==> src/rtl/rand_target_gen_if.sv <==
// Request/response bundle for the random target generator.
// Ports: req/score/seed_load/seed_in flow toward the generator; ran_num, ran_target, valid and busy flow back.
// No backpressure: req is single-shot and is ignored while busy; results are a valid pulse with no ready.
interface rand_target_gen_if #(
  parameter int WIDTH = 32
);
  logic             req;
  logic [WIDTH-1:0] score;
  logic             seed_load;
  logic [WIDTH-1:0] seed_in;
  logic [WIDTH-1:0] ran_num;
  logic [3:0]       ran_target;
  logic             valid;
  logic             busy;

  modport master (
    output req, score, seed_load, seed_in,
    input  ran_num, ran_target, valid, busy
  );

  modport slave (
    input  req, score, seed_load, seed_in,
    output ran_num, ran_target, valid, busy
  );
endinterface

==> src/rtl/rand_target_gen.sv <==
// Draws a random value reduced modulo score, then a target index modulo NUM_TARGETS, avoiding the previous target.
// Ports: clk, reset (sync, active-high), bus (slave side of rand_target_gen_if). Latency: k*(2*WIDTH+1)+1 cycles, k = attempts (1..4).
// Backpressure: none; req is taken only in IDLE, and requests arriving while busy are dropped.
module rand_target_gen #(
  parameter int WIDTH       = 32,
  parameter int NUM_TARGETS = 10,
  parameter int SEED        = 2,
  parameter int NO_REPEAT   = 1
) (
  input  logic             clk,
  input  logic             reset,
  rand_target_gen_if.slave bus
);

  localparam int              CW      = $clog2(WIDTH);
  localparam logic [WIDTH-1:0] SEED_V = WIDTH'(SEED);
  localparam logic [WIDTH-1:0] TAPS   = (WIDTH == 32) ? WIDTH'(32'h8020_0003)
                                                      : WIDTH'(32'h0000_B400);
  localparam logic [WIDTH-1:0] NT_V   = WIDTH'(NUM_TARGETS);
  localparam logic [3:0]       NT_MAX = 4'(NUM_TARGETS - 1);

  typedef enum logic [2:0] {IDLE, MOD_S, MOD_T, CHECK, DONE} state_t;

  state_t           state, state_n;
  logic [WIDTH-1:0] lfsr;
  logic [WIDTH-1:0] score_q;
  logic [WIDTH-1:0] dvd;      // dividend, shifted out MSB first
  logic [WIDTH-1:0] rem;      // partial remainder
  logic [WIDTH-1:0] num_res;  // MOD_S result of the current attempt
  logic [CW-1:0]    cnt;
  logic [1:0]       retry;
  logic             prev_vld;
  logic [3:0]       prev_tgt;

  logic [WIDTH-1:0] lfsr_step;
  logic [WIDTH-1:0] divisor;
  logic [WIDTH:0]   rem_sh;
  logic [WIDTH-1:0] rem_nxt;
  logic             last_bit;
  logic             is_repeat;
  logic             can_retry;
  logic [3:0]       tgt_out;

  // Galois right-shift step
  assign lfsr_step = lfsr[0] ? ((lfsr >> 1) ^ TAPS) : (lfsr >> 1);

  // One restoring shift-subtract step. A zero divisor always "fits", so the
  // dividend bits just accumulate and the sample comes out unreduced.
  assign divisor  = (state == MOD_T) ? NT_V : score_q;
  assign rem_sh   = {rem, dvd[WIDTH-1]};
  assign rem_nxt  = (rem_sh >= {1'b0, divisor}) ? (rem_sh[WIDTH-1:0] - divisor)
                                                : rem_sh[WIDTH-1:0];
  assign last_bit = (cnt == CW'(WIDTH - 1));

  // In CHECK, rem holds the MOD_T result (the candidate target).
  assign is_repeat = (NO_REPEAT != 0) && (NUM_TARGETS > 1) && prev_vld &&
                     (rem[3:0] == prev_tgt);
  assign can_retry = (retry != 2'd3);
  assign tgt_out   = !is_repeat          ? rem[3:0] :
                     (prev_tgt == NT_MAX) ? 4'd0     : prev_tgt + 4'd1;

  assign bus.busy = (state != IDLE);

  always_ff @(posedge clk) begin
    if (reset) state <= IDLE;
    else       state <= state_n;
  end

  always_comb begin
    state_n = state;
    case (state)
      IDLE:    if (bus.req) state_n = MOD_S;
      MOD_S:   if (last_bit) state_n = MOD_T;
      MOD_T:   if (last_bit) state_n = CHECK;
      CHECK:   state_n = (is_repeat && can_retry) ? MOD_S : DONE;
      DONE:    state_n = IDLE;
      default: state_n = IDLE;
    endcase
  end

  always_ff @(posedge clk) begin
    if (reset) begin
      lfsr           <= SEED_V;
      score_q        <= '0;
      dvd            <= '0;
      rem            <= '0;
      num_res        <= '0;
      cnt            <= '0;
      retry          <= '0;
      prev_vld       <= 1'b0;
      prev_tgt       <= '0;
      bus.ran_num    <= '0;
      bus.ran_target <= '0;
      bus.valid      <= 1'b0;
    end else begin
      // LFSR runs free; a seed load wins over the step in any state.
      if (bus.seed_load) lfsr <= (bus.seed_in == '0) ? SEED_V : bus.seed_in;
      else               lfsr <= lfsr_step;

      bus.valid <= 1'b0;

      case (state)
        IDLE: begin
          if (bus.req) begin
            dvd     <= lfsr;
            score_q <= bus.score;
            rem     <= '0;
            cnt     <= '0;
          end
        end
        MOD_S: begin
          rem <= rem_nxt;
          dvd <= dvd << 1;
          cnt <= cnt + 1'b1;
          if (last_bit) begin
            // Hand the reduced sample straight to the target reduction.
            num_res <= rem_nxt;
            dvd     <= rem_nxt;
            rem     <= '0;
            cnt     <= '0;
          end
        end
        MOD_T: begin
          rem <= rem_nxt;
          dvd <= dvd << 1;
          cnt <= last_bit ? '0 : cnt + 1'b1;
        end
        CHECK: begin
          if (is_repeat && can_retry) begin
            dvd   <= lfsr;
            rem   <= '0;
            cnt   <= '0;
            retry <= retry + 2'd1;
          end else begin
            // Results are published as DONE is entered so valid lines up with DONE.
            bus.ran_num    <= num_res;
            bus.ran_target <= tgt_out;
            bus.valid      <= 1'b1;
            prev_tgt       <= tgt_out;
            prev_vld       <= 1'b1;
            retry          <= '0;
          end
        end
        default: ;
      endcase
    end
  end

endmodule

==> src/flat_wrapper.sv <==
// flat-port wrapper written by rule: the top's interface ports become plain ports
module rand_target_gen_flat 
#(
  parameter int WIDTH       = 32,
  parameter int NUM_TARGETS = 10,
  parameter int SEED        = 2,
  parameter int NO_REPEAT   = 1
)
  (clk, reset, bus_req, bus_score, bus_seed_load, bus_seed_in, bus_ran_num, bus_ran_target, bus_valid, bus_busy);
  rand_target_gen_if #(.WIDTH(WIDTH)) bus_i ();
  input  logic clk;
  input  logic reset;
  input wire logic [$bits(bus_i.req)-1:0] bus_req;
  input wire logic [$bits(bus_i.score)-1:0] bus_score;
  input wire logic [$bits(bus_i.seed_load)-1:0] bus_seed_load;
  input wire logic [$bits(bus_i.seed_in)-1:0] bus_seed_in;
  output wire logic [$bits(bus_i.ran_num)-1:0] bus_ran_num;
  output wire logic [$bits(bus_i.ran_target)-1:0] bus_ran_target;
  output wire logic [$bits(bus_i.valid)-1:0] bus_valid;
  output wire logic [$bits(bus_i.busy)-1:0] bus_busy;
  assign bus_i.req = bus_req;
  assign bus_i.score = bus_score;
  assign bus_i.seed_load = bus_seed_load;
  assign bus_i.seed_in = bus_seed_in;
  assign bus_ran_num = bus_i.ran_num;
  assign bus_ran_target = bus_i.ran_target;
  assign bus_valid = bus_i.valid;
  assign bus_busy = bus_i.busy;
  rand_target_gen #(.WIDTH(WIDTH), .NUM_TARGETS(NUM_TARGETS), .SEED(SEED), .NO_REPEAT(NO_REPEAT)) u_core (.clk(clk), .reset(reset), .bus(bus_i));
endmodule
==> config.mk <==
export PLATFORM = sky130hd
export DESIGN_NAME = rand_target_gen_flat
export DESIGN_NICKNAME = d
export VERILOG_FILES = /design/src/rtl/rand_target_gen_if.sv /design/src/rtl/rand_target_gen.sv /design/src/flat_wrapper.sv
export SDC_FILE = /design/constraint.sdc
export NUM_CORES = 1
export LEC_CHECK = 0
export CORE_MARGIN = 2
export CORE_UTILIZATION = 30
export DETAILED_ROUTE_END_ITERATION = 6
export PLACE_DENSITY = 0.52
export SLEW_MARGIN = 40
export SYNTH_ARGS = -nofsm -noshare
export SYNTH_HDL_FRONTEND = slang
export SYNTH_SLANG_ARGS = --single-unit
==> constraint.sdc <==
create_clock -name clk -period 4.25 [get_ports clk]
set_clock_uncertainty 0.2 [all_clocks]
set_input_delay 1.0625 -clock clk [delete_from_list [all_inputs] [get_ports clk]]
set_output_delay 1.0625 -clock clk [all_outputs]
set_load 0.01 [all_outputs]
==> results by group <==
GRT
  – First-pass GRT wire length: ~50,000 um
  – Grt ovf: 0
  – Vias in the first global route: 9,006
  – Initial antenna violation count: 0
  – Total GRT Usage: 0.175
  – Largest net degree at the start of global routing: roughly 90

STA
  – Tcrit/Tclk final: 0.890
  – RSZ-0062 raised after global routing: false
  – Setup TNS: 0 ps
  – Final min period: 3780 ps
  – Maximum clock frequency: 0.264 GHz
  – Endpoints failing hold: 0
  – Worst-Margin Slew: 711 ps
  – Rel. slew slack: 0.526
  – Final setup viols: 0
  – Final Max Slew Viols: 0

Pwr
  – P_leak: 4.87 nW
  – Pwr dens: 824 mW/mm2
  – Worst IR drop on VDD: 0.611 mV

Worst setup path
  – Startpoint types: flip-flop
  – Data required, critical path: 4440 ps
  – CP Launch Point: u_core.state[0]
  – CP max-delay cell: ha_1
  – Worst setup EP type: flip-flop
  – RR Startpoint: u_core.state[0]
  – Arrival time worst endpoint: 3970 ps
  – CP Cell Sequence: nor2_1, nand2_2, buf_4, buf_4, nand2_1, ha_1, nand4_1, nor3_1, a22oi_1, nand2_1, o221ai_2, a21oi_4, buf_12, mux2_2, a22oi_1, nor2_1
  – Worst path bufs/invs: 3
  – CP max FO: 20
  – Kind of critical path: flip-flop to flip-flop
  – Top delay family on crit path: simple AND/OR/NAND/NOR gates
  – Max stage delay on crit path: roughly 430 ps

Routing
  – First DRT Iteration DRCs: 432
  – Drt total wl: roughly 31,000 um
  – Wirelength per Cell: 17.3 um
  – # DRC: 0
  – Drt pass-1 iters: 5
  – Final antenna-violating net count: 0
  – Vias per Instance: slightly above 5
  – Via count: 9,159

Synthesis
  – Share of the yosys chip area belonging to registers: 0.409
  – Syn avg cell area: about 8 um2
  – Asr flop ratio synth: 0
  – Number of synthesized flops with an enable pin: 0
  – Top_reg_cell synth: dfxtp_1
  – Mapped Cells: between 1,000 and 1,500
  – Net Count, Synth: 1,360
  – Top post-synthesis cells by area: dfxtp_1 (41%), nand2_1 (9.6%), a21oi_1 (8.2%)
  – Synth cell types: 63
  – Yosys top cell area share: 0.409
  – Cell area after synthesis: 0.0102 mm2
  – YS warnings: 0
  – Synth area leader: dfxtp_1
  – Flops & latches, synth: 208

Clock tree
  – CTS Buf Count: 25
  – CTS root buf: clkbuf_16
  – CTS max path bufs: 3
  – Hold_buf cts: 0
  – Clock transition at path regs: 60 ps
  – H-tree depth reported by CTS: 1
  – CTS tree: built
  – Clk_lat worst skew: between 500 and 600 ps
  – Clock Sinks: 208

Run
  – Max Cap Viol: 0

Placement
  – HPWL Detailed: about 23,000 um
  – Final RePlAce weighted congestion: 0.874
  – Post-Place Cells: 1,776
  – Placed Area: 0.0119 mm2
  – Port Buffers: around 110

Cells and area
  – Fillcell total: 3,487
  – Area grow syn2layout: 25.1%
  – Diodes inserted: 0
  – Most common cell after layout, fill and taps aside: nand2_1
  – Layout cells sized above 1: 0.0957
  – Design area: 0.0127 mm2
  – Layout net count: 1,459
  – Final instance count without filler cells: 1,817
  – Most frequent cells in the layout: nand2_1 (259), dfxtp_1 (208), a21oi_1 (166)

Outcome
  – Run status: completed

Floorplanning
  – Core Area: between 0.03 and 0.04 mm2
  – Die H: between 150 and 200 um
  – Total Die Area: 0.0354 mm2
  – Die Span X: around 190 um
  – Placement Rows: between 60 and 70
  – Top Ports: 106
  – Initial Utilization: 0.304

Worst hold path
  – Worst Min Path Start: u_core.bus.ran_num[22]
  – Min-delay worst type: flip-flop to flip-flop
## synthesized netlist by cell type (all sizes together), types with 3 or more instances
| library cell | count |
|---|---|
| a211oi | 9 |
| a21o | 8 |
| a21oi | 169 |
| a221o | 24 |
| a22oi | 19 |
| a31oi | 11 |
| a32o | 6 |
| and2 | 8 |
| buf | 24 |
| clkbuf | 65 |
| dfxtp | 208 |
| ha | 35 |
| inv | 16 |
| mux2 | 21 |
| mux2i | 37 |
| nand2 | 262 |
| nand2b | 8 |
| nand3 | 14 |
| nand4 | 13 |
| nor2 | 91 |
| nor2b | 8 |
| nor3 | 18 |
| nor4 | 11 |
| o21a | 13 |
| o21ai | 70 |
| o21bai | 7 |
| o22ai | 3 |
| o31ai | 10 |
| xnor2 | 24 |
| xor2 | 15 |
## worst reg2reg max path: cells and delay by family, from the launching register on
| family | cells | cell delay, ps |
|---|---|---|
| mux | 1 | 380 |
| buf+inv | 3 | 570 |
| simple gates | 7 | 1050 |
| compound gates | 4 | 710 |
| flops | 1 | 330 |
| fa+ha+maj | 1 | 430 |
## through the flow
step	hold slack (ps)	total power, mW	utilization	setup slack [ps]
global placement	242	8.34	0.355	381
detailed placement	244	8.29	0.355	309
global route	270	11.2	0.380	121
CTS	252	10.6	0.380	286
floorplan	226	6.39	-	598
finish	252	10.5	0.380	469
## where the power goes
part,switching (mW),total [mW],internal (mW)
sequential,0.189,2.33,2.14
clock,0.821,2.20,1.38
combinational,3.27,5.94,2.68
## cell type report
class | count | area (um2) | share of cell area
multi-input cells | 943 | 5600 | 0.440
flip-flops and latches | 208 | 4160 | 0.327
clock buffers | 34 | 699 | 0.0550
inverters | 16 | 60.1 | 0.00472
repair buffers | 161 | 1500 | 0.118
well taps | 448 | 561 | 0.0441
clock inverters | 7 | 143 | 0.0112
## logic make-up after synthesis
| family | count (synthesis) | synth area share |
|---|---|---|
| xor+xnor | 39 | 0.0336 |
| buf+inv | 105 | 0.0432 |
| fa+ha+maj | 36 | 0.0450 |
| mux | 58 | 0.0597 |
| compound gates | 367 | 0.226 |
| flops | 208 | 0.409 |
| simple gates | 443 | 0.183 |
## metal layers
metal  part of all wire  up-vias  global-route usage
met5                  0        -                   0
met4              0.027        0              0.0506
met1               0.46     4315               0.230
met3              0.035       52              0.0208
li1                   -     4618                   -
met2               0.48      174               0.301
## path summary, 6_finish.rpt
path | to | slack [ps] | cells after the start
max | u_core.rem[3] | 470 | 16
min | u_core.bus.ran_num[22] | 250 | 2
max reg2reg | u_core.rem[3] | 470 | 16
min reg2reg | u_core.bus.ran_num[22] | 250 | 2
## sequential cells by signal, summed over array words and instances, names as in the netlist
signal,flops
u_core.prev_tgt,4
u_core.dvd,32
u_core.lfsr,32
u_core.state,3
u_core.cnt,5
u_core.bus.valid,1
u_core.prev_vld,1
u_core.bus.ran_num,32
u_core.retry,2
u_core.num_res,32
u_core.score_q,32
u_core.rem,32
## timing repair
| item | CTS | global route |
|---|---|---|
| endpoints found under the setup margin | 0 | 5 |
| setup buffers | 0 | 0 |
| gates resized for setup | 0 | 1 |
(Power assumes the default switching activity.)
